<file path="src/rtl/rand_arbiter.sv">
// rand_arbiter
// Shares the 8-bit byte from the rng block between two requesters. Port A is
// the CPU executing CXNN and port B is a debug/self-test requester. Each grant
// returns (rand_bit & mask) for the winning port. Arbitration is round-robin.
// A minimum stir interval between grant edges ensures that two consecutive
// grants never return bytes from adjacent RNG cycles.
//
// Handshake: req_x is a level request that the requester holds until ack_x.
// mask_x must be stable while req_x is high. ack_x is a one-cycle pulse.
// rand_out is valid in the cycle where ack_x is high, and it holds its value
// until the next grant. Requests are evaluated only in IDLE, and only once
// the stir gap has elapsed. A request dropped before its grant is forgotten.
//
// Ports:
//   clk_in       system clock, rising edge
//   rst_n_in     asynchronous active-low reset
//   rand_bit     raw byte from rng, changes every cycle
//   req_a/mask_a request and AND mask, port A (CPU)
//   req_b/mask_b request and AND mask, port B (debug)
//   ack_a/ack_b  one-cycle grant pulses, never high together
//   rand_out     masked random byte, held between grants
//   busy         high while a new grant is not possible
//   sample_count number of grants issued, wraps at 16 bits
//   state_dbg    FSM state (1 = ACK), for observation only
module rand_arbiter #(
  parameter int unsigned STIR_CYCLES = 4  // legal range 2..15
) (
  input  logic        clk_in,
  input  logic        rst_n_in,
  input  logic [7:0]  rand_bit,
  input  logic        req_a,
  input  logic [7:0]  mask_a,
  input  logic        req_b,
  input  logic [7:0]  mask_b,
  output logic        ack_a,
  output logic        ack_b,
  output logic [7:0]  rand_out,
  output logic        busy,
  output logic [15:0] sample_count,
  output logic        state_dbg
);

  typedef enum logic {
    IDLE = 1'b0,
    ACK  = 1'b1
  } state_t;

  localparam logic [3:0] STIR = 4'(STIR_CYCLES);

  state_t     state;
  logic [3:0] gap_cnt;  // cycles since the last grant edge, saturating at STIR
  logic       prio_b;   // 1: B wins a tie, 0: A wins a tie

  logic       grant;
  logic       win_b;
  logic [7:0] win_mask;

  always_comb begin
    grant    = (state == IDLE) && (gap_cnt >= STIR) && (req_a || req_b);
    // A lone requester wins. When both request, prio decides, not age.
    win_b    = req_b && (!req_a || prio_b);
    win_mask = win_b ? mask_b : mask_a;
  end

  always_ff @(posedge clk_in or negedge rst_n_in) begin
    if (!rst_n_in) begin
      state        <= IDLE;
      gap_cnt      <= STIR;  // saturated, so the first request is served at once
      prio_b       <= 1'b0;
      ack_a        <= 1'b0;
      ack_b        <= 1'b0;
      rand_out     <= 8'h00;
      sample_count <= 16'h0000;
    end else begin
      ack_a <= 1'b0;
      ack_b <= 1'b0;

      if (grant)
        gap_cnt <= 4'd1;
      else if (gap_cnt < STIR)
        gap_cnt <= gap_cnt + 4'd1;

      case (state)
        IDLE: begin
          if (grant) begin
            rand_out     <= rand_bit & win_mask;
            ack_a        <= !win_b;
            ack_b        <= win_b;
            sample_count <= sample_count + 16'd1;
            prio_b       <= !win_b;  // the loser gets priority next time
            state        <= ACK;
          end
        end
        ACK:     state <= IDLE;
        default: state <= IDLE;
      endcase
    end
  end

  assign busy      = (state == ACK) || (gap_cnt < STIR);
  assign state_dbg = (state == ACK);

endmodule
</file>
<file path="config.mk">
export PLATFORM = sky130hd
export DESIGN_NAME = rand_arbiter
export DESIGN_NICKNAME = d
export VERILOG_FILES = /design/src/rtl/rand_arbiter.sv
export SDC_FILE = /design/constraint.sdc
export NUM_CORES = 1
export LEC_CHECK = 0
export ABC_CLOCK_PERIOD_IN_PS = 2100
export CELL_PAD_IN_SITES_DETAIL_PLACEMENT = 1
export CELL_PAD_IN_SITES_GLOBAL_PLACEMENT = 1
export CORE_AREA = 2 2 67 69
export CTS_BUF_LIST = sky130_fd_sc_hd__clkbuf_2 sky130_fd_sc_hd__clkbuf_4 sky130_fd_sc_hd__clkbuf_8
export CTS_CLUSTER_DIAMETER = 30
export DETAILED_ROUTE_END_ITERATION = 8
export DIE_AREA = 0 0 69 71
export PLACE_DENSITY = 0.83
export SKIP_CTS_REPAIR_TIMING = 1
export SYNTH_ARGS = -nofsm -noshare
export SYNTH_HDL_FRONTEND = slang
export SYNTH_SLANG_ARGS = --single-unit
</file>
<file path="constraint.sdc">
create_clock -name clk_in -period 2.1 [get_ports clk_in]
set_input_delay 0.42 -clock clk_in [delete_from_list [all_inputs] [get_ports clk_in]]
set_output_delay 0.42 -clock clk_in [all_outputs]
set_load 0.01 [all_outputs]
</file>
# Word-level counts from Yosys, hierarchy flattened
# Index checks and enable logic that the tools add are counted.
# word_totals
register_bits,32
word_cells,32
out_inout_bits,28
# op_classes
bitwise,2
mux,9
addsub,2
order_cmp,2
n_reduce_logical,10
# op_table
cell,count
$add 16x1->16 const B,1
$and 8x8->8,1
$mux 4,2
$mux 8,1
$mux 1,5
$add 4x1->4 const B,1
$ge 4x3->1 const B,1
$lt 4x3->1 const B,1
$logic_and 1x1->1,3
$logic_or 1x1->1,3
$logic_not 1->1,2
$pmux 1 s2,1
$reduce_and 2->1,1
$reduce_bool 2->1,1
$not 1->1,1

# Longest topological paths before layout
# Gate-level depths: netlist of run 1.
# logic_depth
word_depth,6
ltp_mapped,7

# Least setup slack after synthesis of run 1
# OpenSTA, ideal clock, no wires.
# synth_path
kind,reg-to-reg
from,register gap_cnt[2]
to,register rand_out[1]
path_stages_with_launch,7
path_slack_ps,669
n_path_buf,2
t_arrival_ps,1304
required_time_ps,1973
cell_sequence,dfstp_2 > o21bai_4 > or2_1 > buf_6 > buf_2 > nand2_1 > o21ai_0
# synth_between
elab_chain_cells,4
# synth_lines
element,line_no,text
start: declaration,51,logic [3:0] gap_cnt;
start signal: assignment,81,gap_cnt <= gap_cnt + 4'd1;
$ge 4x3->1,59,grant = (state == IDLE) && (gap_cnt >= STIR) && (req_a || req_b);
$logic_and 1x1->1 (2 in a row),59,
$reduce_and 2->1 (no source line),-,
end signal: assignment,86,rand_out <= rand_bit & win_mask;
end: declaration,37,"output logic [7:0] rand_out,"
# No other way between the ends.
# A chain may end at the register's enable or synchronous reset.

# Worst setup path in the final report of run 1
# layout_path
from,register gap_cnt[3]
to,output busy
# layout_between
elab_chain_cells,2
# layout_lines
element,line_no,text
$lt 4x3->1,100,assign busy = (state == ACK) || (gap_cnt < STIR);
$logic_or 1x1->1,100,
end: declaration,38,"output logic busy,"
# No other way between the ends.

==> flow_metrics.py, run 1 <==
metrics = {
    "sta": {
        "fin_tns_setup_ps": 0,
        "period_needed_ps": 1950,
        "finalClockSkew_ps": 5.04,
        "worst_pin_slew_ps": 424,
        "rsz0062_at_grt": "false",
        "post-route-period-util_pct": 93.0,
        "hold_viol": 0,
        "whs_ps": 472,
        "slew_violations": 0,
        "setup_violations": 0,
        "fmax_ghz": 0.512,
        "max-slew-margin-rel_pct": 71.7,
    },
    "min_path": {
        "whs_path_depth": 1,
        "holdPathEnd": "sample_count[15]",
        "hp-class": "reg2reg",
        "min_from": "sample_count[15]",
    },
    "critical_path": {
        "path_class": "reg2out",
        "cp_slowest_stage_delay_ps": 580,
        "reg2reg_depth": 5,
        "critPathRequiredTime_ps": 1680,
        "crit_path_end_kind": "output pin",
        "crit_family": "buffers and inverters",
        "rrSetupSlack_ps": 450,
        "slowest_stage": "clkdlybuf4s50_1",
        "crit_arrival_ps": 1530,
        "worstPathBufferInverterCount": 1,
        "rr_endpoint": "rand_out[0]",
        "r2r_start": "gap_cnt[3]",
        "startpoint_type": "flip-flop",
        "path_cells": "o21bai_4, clkdlybuf4s50_1",
        "worstPathMaxFanout": 5,
    },
    "routing": {
        "vias_per_cell": 4.82,
        "via_count": 1204,
        "first_pass_iters": 2,
        "top_layer": "met4",
        "ant_nets": 0,
        "wirelength_um": 3830,
        "wl_met1_um": 1490,
        "wl_met2_um": 1980,
        "wl_met3_um": 306,
        "wire_per_inst_um": 15.3,
        "remaining_drc_errors": 0,
        "drtIter0Drc": 58,
    },
    "logic_synthesis": {
        "syn_nets": 166,
        "synth_compound_area_share_pct": 6.94,
        "synthesis.instances": 136,
        "ys_seq_area_share_pct": 54.3,
        "synthAdderAreaFrac_pct": 1.69,
        "synth-seq-cells": 32,
        "synth-xor-area-share_pct": 9.48,
        "synthTopCellsByArea": "dfrtp_1, xnor2_1, nand2_1",
        "synth.area.mux_share_pct": 5.42,
        "yosys_warnings": 0,
        "synthSimpleGateAreaFrac_pct": 18.0,
        "yosys.cell_types.count": 29,
        "synth.top_cell.area_share_pct": 52.5,
        "syn-cell-area_um2": 1480,
        "synth_top_family_by_area": "simple AND/OR/NAND/NOR gates",
        "synth.avg_cell_area_um2": 10.9,
        "ys.flop_type": "dfrtp_1",
        "synth_edf_count": 0,
        "yosysTopAreaCell": "dfrtp_1",
        "async_reset_ff_share_pct": 100,
    },
    "power": {
        "pwr-share-comb_pct": 40.4,
        "seqPwrFrac_pct": 39.8,
        "swShare_pct": 34.9,
        "power.total_uw": 2430,
        "switchingPower_uw": 845,
        "p_leak_uw": 0.000957,
        "p_per_area_nw_per_um2": 1120,
        "internal_power_uw": 1580,
        "clkPwrFrac_pct": 19.9,
        "peakVddDrop_v": 0.000512,
    },
    "final_layout": {
        "layout-drive-gt1-share_pct": 11.6,
        "fillers": 474,
        "syn_to_final_growth_pct": 46.7,
        "utilization_pct": 51.5,
        "num-nets-final": 227,
        "antenna_cells": 0,
        "layout_commonest_cell": "clkdlybuf4s50_1",
        "mostFrequentLayoutCells": "clkdlybuf4s50_1, dfrtp_1, nand2_1",
    },
    "place": {
        "dp_hpwl_um": 2980,
        "port_buffers": 55,
        "gp_congestion": 0.691,
    },
    "cts": {
        "cts_made_buffers": 5,
        "cts_tree": "yes",
        "clock-sinks": 32,
        "cts_root_buffer": "clkbuf_8",
        "clkLatencyLatePin_ps": 280,
        "cts_buffer_depth": 2,
        "ctsHtreeMaxLevel": 2,
        "clk_pin_slew_ps": 70,
    },
    "die": {
        "fp.dieW_um": 69,
        "die_y_um": 71,
        "core_um2": 4200,
        "start_util_pct": 35.1,
        "ios": 56,
        "rows": 24,
        "dieArea_um2": 4900,
    },
    "grt": {
        "grt_pass1_vias": 1438,
        "grt_max_degree": 33,
        "grt_overflow_total": 0,
        "grtUsageTotal_pct": 17.6,
        "grt_pass1_wl_um": 6750,
        "antenna_found_initial": 0,
    },
    "job": {
        "maxCapViolCount": 0,
    },
    "run_status": {
        "status": "complete, no violations",
    },
}
[metrics by stage]
stage,std cells,instance area (um2),setup WS [ps]
2_1_floorplan,136,1480,669
3_3_place_gp,242,2070,209
3_5_place_dp,242,2070,135
4_1_cts,250,2170,138
5_1_grt,250,2170,85.9
6_report,250,2170,146
[cell usage after synthesis (all sizes together) (3+ instances only)]
| cell type | n |
|---|---|
| xor2 | 4 |
| nand2 | 30 |
| and3 | 3 |
| inv | 3 |
| o21ai | 11 |
| nand4 | 4 |
| mux2i | 8 |
| xnor2 | 12 |
| nor2 | 11 |
| dfrtp | 31 |
| buf | 4 |
[cells by family after synthesis]
family          count (synthesis)
simple gates                   55
flops                          32
xor+xnor                       16
compound gates                 15
buf+inv                         8
mux                             8
fa+ha+maj                       2
[how the worst max path moves through the flow]
stage / from / to / slack, ps / cells past startpoint
floorplan: gap_cnt[2] / rand_out[1] / 670 / 6
global placement: req_b / sample_count[11] / 210 / 5
detailed placement: req_b / rand_out[4] / 140 / 6
CTS: gap_cnt[3] / busy / 140 / 2
global route: gap_cnt[3] / busy / 90 / 2
finish: gap_cnt[3] / busy / 150 / 2
[flip-flops by register name, indices dropped and copies added (netlist names)]
register and flops:
state_dbg 1, prio_b 1, sample_count 16, rand_out 8, gap_cnt 4, ack_b 1
ack_a 1
[layout make-up]
type,count,area (um2),area share [%]
clock buffers,6,82.6,3.81
repair buffers,58,573,26.4
well taps,52,65.1,3.00
inverters,4,20.0,0.924
multi-input cells,96,614,28.3
flip-flops and latches,32,802,37.0
clock inverters,2,10.0,0.462
[power groups by stage]
| stage | Combinational [uW] | Sequential [uW] | Clock [uW] |
|---|---|---|---|
| finish | 979 | 964 | 481 |
| global route | 1090 | 994 | 534 |
| CTS | 1000 | 968 | 501 |
| detailed placement | 989 | 975 | 0 |
| global placement | 939 | 962 | 0 |
| floorplan | 482 | 1010 | 0 |
[worst reg2reg max path: cells and delay by family (launching register included)]
family,cells,cell delay [ps]
flops,1,440
buf+inv,1,230
compound gates,2,310
simple gates,2,560
[routing by layer]
metal  vias to the layer above  GRT usage [%]
li1                        568              -
met1                       583           19.4
met2                        49           31.1
met3                         4           6.84
met4                         0           5.88
met5                         -              0
Note: power is estimated with default switching activity, not from simulation.
==> run 2: changes to the inputs <==
Settings changed: CORE_AREA 2 2 67 69 to 2 2 68 70, DIE_AREA 0 0 69 71 to 0 0 70 72, PLACE_DENSITY 0.83 to 0.81.
==> run 2 against run 1 <==
  * Critical endpoint unchanged
  * Final cell count stayed put
  * Largest power group unchanged
  * Via count is 0.66% higher
  * Clock skew is 1.3 ps lower
  * Cell area is 0.23% higher
  * Power is 0.62% higher
  * First-iteration DRC count is 52% lower
==> flow_metrics.py, run 2 (synthesis gave the netlist of run 1 again) <==
metrics = {
    "critical_path": {
        "rrSetupSlack_ps": 590,
        "slowest_stage": "clkdlybuf4s50_1",
        "startpoint_type": "flip-flop",
        "crit_family": "buffers and inverters",
        "critPathRequiredTime_ps": 1680,
        "worstPathBufferInverterCount": 1,
        "path_class": "reg2out",
        "crit_arrival_ps": 1500,
        "crit_path_end_kind": "output pin",
        "r2r_start": "gap_cnt[2]",
        "reg2reg_depth": 5,
        "rr_endpoint": "prio_b",
        "cp_slowest_stage_delay_ps": 580,
        "path_cells": "o21bai_4, clkdlybuf4s50_1",
        "worstPathMaxFanout": 5,
    },
    "final_layout": {
        "reg.largest.list": "sample_count: 16 flops, rand_out: 8 flops, gap_cnt: 4 flops",
        "num-nets-final": 227,
        "fillers": 465,
        "antenna_cells": 0,
        "mostFrequentLayoutCells": "clkdlybuf4s50_1, dfrtp_1, nand2_1",
        "design_area_um2": 2170,
        "largest_reg_flops": 16,
        "syn_to_final_growth_pct": 47.0,
        "layout-drive-gt1-share_pct": 11.6,
        "largest_register": "sample_count",
        "layout_commonest_cell": "clkdlybuf4s50_1",
    },
    "run_status": {
        "status": "complete, no violations",
    },
    "place": {
        "port_buffers": 55,
        "dp_hpwl_um": 2890,
        "gp_congestion": 0.755,
        "place_ws_ps": 162,
        "dpl_cell_area_um2": 2070,
    },
    "sta": {
        "slew_violations": 0,
        "post-route-period-util_pct": 91.6,
        "fin_tns_setup_ps": 0,
        "rsz0062_at_grt": "false",
        "fmax_ghz": 0.520,
        "worst_pin_slew_ps": 409,
        "worst_slack_ps": 176,
        "period_needed_ps": 1920,
        "setup_violations": 0,
        "hold_viol": 0,
        "finalClockSkew_ps": 3.70,
        "max-slew-margin-rel_pct": 72.7,
    },
    "routing": {
        "remaining_drc_errors": 0,
        "ant_nets": 0,
        "wirelength_um": 3760,
        "wire_per_inst_um": 15.0,
        "vias_per_cell": 4.85,
        "via_count": 1212,
        "drtIter0Drc": 28,
        "first_pass_iters": 4,
    },
    "cts": {
        "cts_root_buffer": "clkbuf_8",
        "cts_tree": "yes",
        "cts_buffer_depth": 2,
        "clk_pin_slew_ps": 60,
        "clock-sinks": 32,
        "clkLatencyLatePin_ps": 280,
        "cts_made_buffers": 5,
        "ctsHtreeMaxLevel": 2,
    },
    "min_path": {
        "min_from": "sample_count[15]",
        "whs_path_depth": 1,
        "holdPathEnd": "sample_count[15]",
        "hp-class": "reg2reg",
    },
    "die": {
        "rows": 24,
        "fp.dieW_um": 70,
        "start_util_pct": 34.7,
        "dieArea_um2": 5040,
        "core_um2": 4260,
        "ios": 56,
        "die_y_um": 72,
    },
    "job": {
        "maxCapViolCount": 0,
    },
    "power": {
        "peakVddDrop_v": 0.000459,
        "p_per_area_nw_per_um2": 1120,
        "p_leak_uw": 0.000959,
    },
    "grt": {
        "antenna_found_initial": 0,
        "grt_max_degree": 33,
        "grt_pass1_vias": 1336,
        "grt_overflow_total": 0,
        "grt_pass1_wl_um": 6440,
        "grtUsageTotal_pct": 16.7,
    },
}
## run 2: cell count changes in the layout (fill, tap and decap cells not counted)
cell / change
clkbuf_4: +2
clkinv_2: -2
## run 2: layout make-up
class / count / area, um2 / share of cell area [%]
Sequential cell: 32 / 802 / 36.9
Clock buffer: 8 / 97.6 / 4.49
Multi-Input combinational cell: 96 / 614 / 28.3
Tap cell: 52 / 65.1 / 3.00
Inverter: 4 / 20.0 / 0.922
Timing Repair Buffer: 58 / 573 / 26.4
## run 2: worst max-delay path by stage
| stage | start | to | slack [ps] | depth (start not counted) |
|---|---|---|---|---|
| 2_1_floorplan | gap_cnt[2] | rand_out[1] | 670 | 6 |
| 4_1_cts | gap_cnt[3] | busy | 160 | 2 |
| 5_1_grt | gap_cnt[3] | busy | 120 | 2 |
| 3_5_place_dp | req_a | sample_count[13] | 160 | 5 |
| 3_3_place_gp | req_a | rand_out[5] | 260 | 6 |
| 6_report | gap_cnt[3] | busy | 180 | 2 |
## run 2: per-layer routing
| layer | vias to the layer above | track usage [%] | wire length, um |
|---|---|---|---|
| li1 | 569 | - | - |
| met1 | 579 | 17.9 | 1480 |
| met2 | 58 | 29.1 | 1770 |
| met3 | 6 | 7.92 | 440 |
| met4 | 0 | 5.77 | 64 |
| met5 | - | 0 | 0 |
## run 2: power by group
part           switching [uW]  internal, uW
logic                     464           515
registers                 150           808
clock network             210           293
total                     825          1620
## run 2: stage by stage
step                util [%]  hold WS, ps  power, uW  cells
global placement        48.7          463       1920    242
global route            50.9          526       2630    250
floorplan                  -          124       1490    136
finish                  50.9          489       2440    250
CTS                     50.9          493       2490    250
detailed placement      48.7          480       1960    242
